**config.mk**
```make
export PLATFORM = sky130hd
export DESIGN_NAME = cmp_debounce_fsm
export DESIGN_NICKNAME = d
export VERILOG_FILES = /design/src/rtl/cmp_debounce_fsm.sv
export SDC_FILE = /design/constraint.sdc
export NUM_CORES = 1
export LEC_CHECK = 0
export ABC_AREA = 0
export CAP_MARGIN = 20
export CORE_ASPECT_RATIO = 0.8
export CORE_MARGIN = 5
export CORE_UTILIZATION = 44
export CTS_CLUSTER_DIAMETER = 200
export DETAILED_ROUTE_END_ITERATION = 8
export HOLD_SLACK_MARGIN = 0.05
export PLACE_DENSITY_LB_ADDON = 0.2
export RECOVER_POWER = 25
export SETUP_SLACK_MARGIN = 0.02
export SLEW_MARGIN = 20
export SYNTH_ARGS = -nofsm -noshare
export SYNTH_HDL_FRONTEND = slang
export SYNTH_SLANG_ARGS = --single-unit
```
**constraint.sdc**
```tcl
create_clock -name clk -period 1.6 [get_ports clk]
set_input_delay 0.24 -clock clk [delete_from_list [all_inputs] [get_ports clk]]
set_output_delay 0.24 -clock clk [all_outputs]
set_load 0.01 [all_outputs]
```
**src/rtl/cmp_debounce_fsm.sv**
```systemverilog
// cmp_debounce_fsm: debounces the eq/gt/lt outputs of the 8-bit comparator.
//
// A new relation is accepted only after HOLD consecutive identical legal
// valid samples. Acceptance happens at the same edge that samples the
// HOLD-th identical sample. Outputs are a registered relation state, its
// one-hot decodes, a one-cycle change pulse, a wrapping event counter and
// a sticky error flag for illegal flag combinations.
//
// Optional feature, macro CMP_TIMEOUT_EN: after TIMEOUT consecutive cycles
// with in_valid=0, a non-IDLE state falls back to IDLE. This counts as a
// change. Without the macro no idle counter exists and TIMEOUT is unused.
//
// Ports:
//   clk          system clock, rising edge
//   rst          synchronous reset, active-high
//   in_valid     eq/gt/lt are sampled this cycle
//   eq, gt, lt   comparator flags
//   clear        synchronous soft clear, same effect as rst
//   state_o      debounced relation: 00 IDLE, 01 MATCH, 10 ABOVE, 11 BELOW
//   above/below/match  decodes of state_o
//   change_pulse one-cycle pulse on the cycle state_o changes
//   evt_cnt      number of accepted relation changes (wraps)
//   err          sticky illegal-sample flag
module cmp_debounce_fsm #(
  parameter int unsigned HOLD    = 3,
  parameter int unsigned EVT_W   = 8,
  parameter int unsigned TIMEOUT = 16
) (
  input  logic             clk,
  input  logic             rst,
  input  logic             in_valid,
  input  logic             eq,
  input  logic             gt,
  input  logic             lt,
  input  logic             clear,
  output logic [1:0]       state_o,
  output logic             above,
  output logic             below,
  output logic             match,
  output logic             change_pulse,
  output logic [EVT_W-1:0] evt_cnt,
  output logic             err
);

  localparam int unsigned RUN_W  = 4;
  localparam int unsigned IDLE_W = 8;

  // Parameter range checks at elaboration.
  if (HOLD < 1 || HOLD > 15) begin : g_bad_hold
    $error("cmp_debounce_fsm: HOLD must be in 1..15");
  end
  if (TIMEOUT < 1 || TIMEOUT > 255) begin : g_bad_timeout
    $error("cmp_debounce_fsm: TIMEOUT must be in 1..255");
  end

  typedef enum logic [1:0] {
    ST_IDLE  = 2'b00,
    ST_MATCH = 2'b01,
    ST_ABOVE = 2'b10,
    ST_BELOW = 2'b11
  } rel_e;

  rel_e             state_q, state_d;
  rel_e             cand_q, cand_d;
  rel_e             code;
  logic [RUN_W-1:0] run_q, run_d;
  logic             pulse_q, pulse_d;
  logic [EVT_W-1:0] evt_q, evt_d;
  logic             err_q, err_d;
  logic             legal;

`ifdef CMP_TIMEOUT_EN
  logic [IDLE_W-1:0] idle_q, idle_d;
`endif

  // State register; rst and clear override every other event.
  always_ff @(posedge clk) begin
    if (rst || clear) begin
      state_q <= ST_IDLE;
      cand_q  <= ST_IDLE;
      run_q   <= '0;
      pulse_q <= 1'b0;
      evt_q   <= '0;
      err_q   <= 1'b0;
`ifdef CMP_TIMEOUT_EN
      idle_q  <= '0;
`endif
    end else begin
      state_q <= state_d;
      cand_q  <= cand_d;
      run_q   <= run_d;
      pulse_q <= pulse_d;
      evt_q   <= evt_d;
      err_q   <= err_d;
`ifdef CMP_TIMEOUT_EN
      idle_q  <= idle_d;
`endif
    end
  end

  // Run tracking, acceptance and illegal-sample handling.
  always_comb begin
    state_d = state_q;
    cand_d  = cand_q;
    run_d   = run_q;
    pulse_d = 1'b0;
    evt_d   = evt_q;
    err_d   = err_q;
    legal   = ({eq, gt, lt} == 3'b100) || ({eq, gt, lt} == 3'b010) ||
              ({eq, gt, lt} == 3'b001);
    code    = eq ? ST_MATCH : (gt ? ST_ABOVE : ST_BELOW);
`ifdef CMP_TIMEOUT_EN
    idle_d  = idle_q;
`endif

    if (in_valid) begin
      if (legal) begin
        if (code == cand_q) begin
          // Run saturates at HOLD so sustained samples never re-trigger.
          run_d = (run_q >= RUN_W'(HOLD)) ? RUN_W'(HOLD) : run_q + RUN_W'(1);
        end else begin
          cand_d = code;
          run_d  = RUN_W'(1);
        end
        if (run_d == RUN_W'(HOLD) && cand_d != state_q) begin
          state_d = cand_d;
          pulse_d = 1'b1;
          evt_d   = evt_q + EVT_W'(1);
        end
      end else begin
        err_d = 1'b1;
        run_d = '0;
      end
    end

`ifdef CMP_TIMEOUT_EN
    // Idle counter saturates at TIMEOUT; it only fires on its way up.
    if (in_valid) begin
      idle_d = '0;
    end else if (idle_q < IDLE_W'(TIMEOUT)) begin
      idle_d = idle_q + IDLE_W'(1);
    end
    if (!in_valid && idle_q == IDLE_W'(TIMEOUT - 1) && state_q != ST_IDLE) begin
      state_d = ST_IDLE;
      cand_d  = ST_IDLE;
      run_d   = '0;
      pulse_d = 1'b1;
      evt_d   = evt_q + EVT_W'(1);
      idle_d  = '0;
    end
`endif
  end

  assign state_o      = state_q;
  assign match        = (state_q == ST_MATCH);
  assign above        = (state_q == ST_ABOVE);
  assign below        = (state_q == ST_BELOW);
  assign change_pulse = pulse_q;
  assign evt_cnt      = evt_q;
  assign err          = err_q;

endmodule

```
Yosys cells after proc, flatten, opt, wreduce, memory -nomap -nowiden

Index checks and enable logic that the tools add are counted.

Flip-flop bits (word level): 18
Bits in latches: 0
RAM bits: 0
Memory bits (read-only): 0
Input bits: 7
Output and inout port bits: 15
Word-level logic and storage cells: 39
Memories: 0

Add/sub/neg operators: 2
$mul: 0
Divide/modulo/power cells: 0
Magnitude comparators: 1
Eq/ne operators: 9
Shift-type cells: 0
Multiplexer cells: 11
Bitwise gates (word level): 2
Reductions and logical operators: 8

Operators by type and width:

| kind                                                | count |
|---|---|
| two-way mux 4 bit                                   | 5 |
| adder 8 x 1 -> 8 bit, second input constant         | 1 |
| two-way mux 2 bit                                   | 4 |
| adder 4 x 1 -> 4 bit, second input constant         | 1 |
| equality test 2 bit, second input constant          | 2 |
| equality test 4 x 2 -> 1 bit, second input constant | 1 |
| >= comparator 4 x 2 -> 1 bit, second input constant | 1 |
| AND reduction 2 bit                                 | 2 |
| equality test 3 x 1 -> 1 bit, second input constant | 1 |
| equality test 3 x 2 -> 1 bit, second input constant | 1 |
| equality test 3 bit, second input constant          | 1 |
| logical OR 1 bit                                    | 3 |
| AND reduction 3 bit                                 | 1 |
| OR reduction 3 bit                                  | 1 |
| equality test 2 x 1 -> 1 bit, second input constant | 1 |
| equality test 2 bit                                 | 1 |
| two-way mux 1 bit                                   | 2 |
| inequality test 2 bit                               | 1 |
| inverter 1 bit                                      | 2 |
| logical AND 1 bit                                   | 1 |

Logic depth before layout (Yosys ltp)

Gate-level depths: netlist (run 1).

Depth in word-level cells: 9
Mapped depth: 6
Gate-level depth less buffers: 5

Least setup slack after synthesis (run 1)

Ideal clock, no wire load.

Path type: flip-flop to flip-flop
From: reg run_q[0]
To: reg evt_q[4], in the netlist evt_cnt[4]
Setup time: 72 ps
Arrival time: 1675 ps
Data required time: 1528 ps
Setup slack: -147 ps
Stages on the path, launching flop included: 6
Path buffers: 0
Clock period less this slack: 1747 ps
Cells stage by stage: dfxtp_1 ha_1 nand2b_1 a221o_1 a2111oi_2 mux2i_1

Longest elaborated chain between the ends: 8
Elaborated cells between the ends (all ways): 9
Those cells by class: 1 x add/sub; 1 x order compare; 1 x eq/ne; 4 x mux; 2 x reduce/logical

Ends and longest elaborated chain:

| element                                                              | line | text |
|---|---|---|
| from (decl)                                                          | 66   | `logic [RUN_W-1:0] run_q, run_d;` |
| from (signal assigned)                                               | 91   | `run_q <= run_d;` |
| adder 4 x 1 -> 4 bit or >= comparator 4 x 2 -> 1 bit (tied branches) | 120  | `run_d = (run_q >= RUN_W'(HOLD)) ? RUN_W'(HOLD) : run_q + RUN_W'(1);` |
| two-way mux 4 bit *                                                  | 120  |  |
| two-way mux 4 bit *                                                  | 118  | `if (code == cand_q) begin` |
| two-way mux 4 bit *                                                  | 117  | `if (legal) begin` |
| two-way mux 4 bit *                                                  | 116  | `if (in_valid) begin` |
| equality test 4 x 2 -> 1 bit *                                       | 125  | `if (run_d == RUN_W'(HOLD) && cand_d != state_q) begin` |
| logical AND 1 bit *                                                  | 125  |  |
| AND reduction 3 bit (no line) *                                      | n/a  |  |
| to (signal assigned)                                                 | 93   | `evt_q <= evt_d;` |
| to (decl)                                                            | 68   | `logic [EVT_W-1:0] evt_q, evt_d;` |

Mark *: on every way between the ends. The rest lies on a longest branch, timed or not. The select of a mux whose other input is x is not followed.
A chain may end at the register's enable or synchronous reset.

Worst setup path in the final report (run 1)

Ends and elaborated chain as after synthesis.

==> results.md, run 1 <==
- Status: complete, but fails checks
- Violated checks: setup timing
- Mux share of post-synthesis cell area: 12.8%
- Max incr delay on CP: 0.42 ns
- CP Class: reg2reg
- Post-synthesis sequential area ratio: 35.3%
- Routed Antenna Nets: 0
- Finished Layout Cells: 184
- Cell Area, Synth: 1020 um^2
- Register Area: 368 um^2
- Yosys Warn Count: 0
- Skew final: 0.0140 ns
- Worst-path clk slew: 0.11 ns
- Nets: 169
- CP delay by family, top: compound AO/OA/AOI/OAI gates
- Via count: 1017
- DP Cell Count: 173
- Clk pwr share: 33.7%
- Buf/Inv on CP: 1
- Total track usage: 18.9%
- Initial antenna violation count: 0
- Met1 Usage GRT: 22.5%
- Power Total: 0.863 mW
- Syn avg cell area: 9.10 um^2
- Root Buffer Master: clkbuf_4
- R2R Path Start: run_q[0]
- Initial DRC Count: 82
- Die H: 53.1 um
- PortBufs: 21
- H-tree depth: 1
- Die area: 3390 um^2
- Leakage: 0.582 nW
- Worst slew pin tran: 0.343 ns
- PD cells: 542 nW/um^2
- Max Fclk: 567 MHz
- Setup crit end kind: register
- Relative slew slack: 76.9%
- Routed wire length: 2.90 mm
- Synth Area in Compound Gates: 17.9%
- Worst Path Arrival: 2.01 ns
- Diode count: 0
- Sw Share: 24.6%
- Final setup viols: 12
- Met3 usage: 5.73%
- Die W: 63.8 um
- Comb pwr share: 13.6%
- Flop-to-flop setup slack: -0.16 ns
- FF-to-FF End: evt_cnt[4]
- Hold depth: 2
- Share of cells above drive strength 1: 32.1%
- Area share of and/or/nand/nor cells after synthesis: 25.4%
- Mean routed wirelength per cell: 15.8 um
- Post-synthesis net count: 121
- Min Tclk post-route: 1.76 ns
- Multi-input gate area: 726 um^2
- # DRC: 0
- Clk Latency, worst-skew pair: 0.31 ns
- Dpl cell area: 1450 um^2
- Via density: 5.53
- Max stage delay cell, worst path: a221o_2
- Total CTS buffers: 3
- MaxCap Viol Count: 0
- Crit path from: run_q[0]
- Row Count: 15
- Pins Over Slew Limit: 0
- Largest net degree at the start of global routing: 11
- Flop pwr share: 52.7%
- Reg2Reg Depth: 6
- Grt total ovfl: 0
- Hold WC Path Type: reg2reg
- Met2 global-route usage: 32.9%
- Clock Sinks: 18
- Final worst path period share: 110%
- CTS tree: done
- Final Cell Area: 1590 um^2
- Critical-path cell list: ha_4, nand2b_1, a221o_2, buf_4, a2111oi_4, mux2i_1
- Main combinational cell family by area after synthesis: simple AND/OR/NAND/NOR gates
- Max VDD drop: 0.000486 V
- RSZ-0062 raised after global routing: true
- Total I/O pin count: 22
- Placer's final routability congestion estimate: 0.832
- Initial Utilization: 46.8%
- Drt pass-1 iters: 4
- Unique cell type count in the Yosys netlist: 32
- Flops & latches, synth: 18
- Post-synthesis xor/xnor area fraction: 2.58%
- Post-DP HPWL: 2.03 mm
- Setup TNS: -1.31 ns
- Syn Inst Count: 112
- Switching pwr: 0.212 mW
- Clock buffer depth: 2
- Worst hold path endpoint: err
- Final worst setup slack: -0.163 ns
- Crit-path max FO: 6
- Required @ worst endpoint: 1.84 ns
- Gr busiest metal: met2
- Adder-Cell Fraction of Synth Area: 2.45%
- Beginning of the worst hold path: err
- Global-route wire length before repair: 4.96 mm
- Worst setup SP type: register
- Post-CTS Hold Fix Bufs: 0
- Area Overhead vs Synth: 56.1%
- Int Pwr: 0.650 mW
- Vias in the first global route: 1066
- Fill count: 173
- Final Hold Viols: 0
- Core footprint: 2180 um^2
-- what timing repair did --
action / 4_1_cts / 5_1_grt
cloned: 0 / 0
endpoints found under the setup margin: 15 / 18
pin swaps: 5 / 1
buffers inserted: 7 / 0
resized for setup: 18 / 9
-- power by group through the flow --
stage / Combinational [mW] / Clock [mW] / Sequential [mW]
after global routing: 0.128 / 0.324 / 0.455
after global placement: 0.105 / 0 / 0.464
after detailed placement: 0.107 / 0 / 0.465
after CTS: 0.117 / 0.294 / 0.454
final: 0.117 / 0.291 / 0.455
after floorplan: 0.0548 / 0 / 0.465
-- tightest hold or removal path: stages (launching register included) --
cell     delay [ns]
dfxtp_1        0.34
a21oi_1        0.04
nor2_1         0.07
-- cells by family after synthesis --
| kind of cell | count (synthesis) |
|---|---|
| xor+xnor | 3 |
| buf+inv | 7 |
| flops | 18 |
| simple gates | 50 |
| compound gates | 19 |
| fa+ha+maj | 2 |
| mux | 13 |
-- synth_stat cells (all sizes together) --
| cell type | instances | share of area [%] |
|---|---|---|
| a21oi | 2 | 0.98 |
| or3b | 1 | 0.86 |
| xor2 | 1 | 0.86 |
| nand2 | 15 | 5.5 |
| a2111oi | 4 | 5.9 |
| buf | 3 | 2.1 |
| o211ai | 1 | 0.74 |
| and2 | 2 | 1.2 |
| nand3b | 2 | 1.5 |
| a21o | 1 | 1.5 |
| and3 | 4 | 2.5 |
| o21a | 1 | 0.74 |
| a31o | 1 | 0.86 |
| ha | 2 | 2.5 |
| nand3 | 4 | 2.0 |
| or2 | 1 | 0.61 |
| clkbuf | 1 | 0.37 |
| a221oi | 1 | 0.86 |
| a211oi | 3 | 3.4 |
| nor2b | 3 | 1.8 |
| nor3 | 1 | 0.49 |
| or3 | 8 | 4.9 |
| xnor2 | 2 | 1.7 |
| inv | 3 | 1.1 |
| a221o | 1 | 0.98 |
| nand2b | 3 | 1.8 |
| nor2 | 6 | 2.2 |
| o21ai | 4 | 2.0 |
| dfxtp | 18 | 35 |
| mux2i | 13 | 13 |
-- layout by cell type, fill, tap and decap left out, types with 2 or more instances in the layout --
master and n:
dlygate4sd2_1 5, mux2i_1 12, or3_1 7, clkbuf_1 2, buf_4 19, clkbuf_4 3, inv_1 3, nand2_1 15
and3_1 4, buf_6 4, xnor2_1 2, a211oi_4 2, nor2b_1 2, a21oi_1 2, nand3_1 4, nand2b_1 3
dfxtp_1 12, nor2_1 5, clkdlybuf4s25_1 2, clkdlybuf4s50_1 13, o21ai_0 4, a2111oi_4 4, nand3b_1 2, dfxtp_2 6
-- cell type report --
type,instances,area share (%)
tap,25,1.97
inverter,3,0.708
timing repair buffer,47,26.3
clock buffer,4,2.28
multi-input combinational,87,45.6
sequential,18,23.1
-- how the worst max path moves through the flow --
stage	endpoint	slack (ns)	depth (start not counted)
after global placement	state_o[0]	-0.49	5
after detailed placement	state_o[0]	-0.56	5
after floorplan	evt_cnt[0]	-0.04	5
after global routing	evt_cnt[4]	-0.24	6
final	evt_cnt[4]	-0.16	6
after CTS	evt_cnt[6]	-0.17	6
-- routing by layer --
metal / wire (um) / vias up
met5: 0 / -
met4: 57 / 0
met3: 224 / 8
met2: 1390 / 39
met1: 1230 / 475
li1: - / 495
-- per-stage QoR --
step | setup slack, ns | hold slack (ns) | utilization [%]
floorplan | -0.0438 | 0.381 | -
global placement | -0.492 | 0.452 | 66.4
detailed placement | -0.564 | 0.467 | 66.4
CTS | -0.169 | 0.489 | 72.8
global route | -0.240 | 0.527 | 73.1
finish | -0.163 | 0.488 | 73.1
-- registers in the layout (all words and copies together) (netlist names) --
name	count
cand_q	2
state_o	2
change_pulse	1
evt_cnt	8
run_q	4
err	1
Note: power is estimated with default switching activity, not from simulation.
==> run 2: changes to the inputs <==
--- a/config.mk
+++ b/config.mk
@@ -5,7 +5,6 @@
 export SDC_FILE = /design/constraint.sdc
 export NUM_CORES = 1
 export LEC_CHECK = 0
-export ABC_AREA = 0
 export CAP_MARGIN = 20
 export CORE_ASPECT_RATIO = 0.8
 export CORE_MARGIN = 5
==> results of run 2 <==
Same layout as run 1: the final DEF is identical, and so are final timing and power.
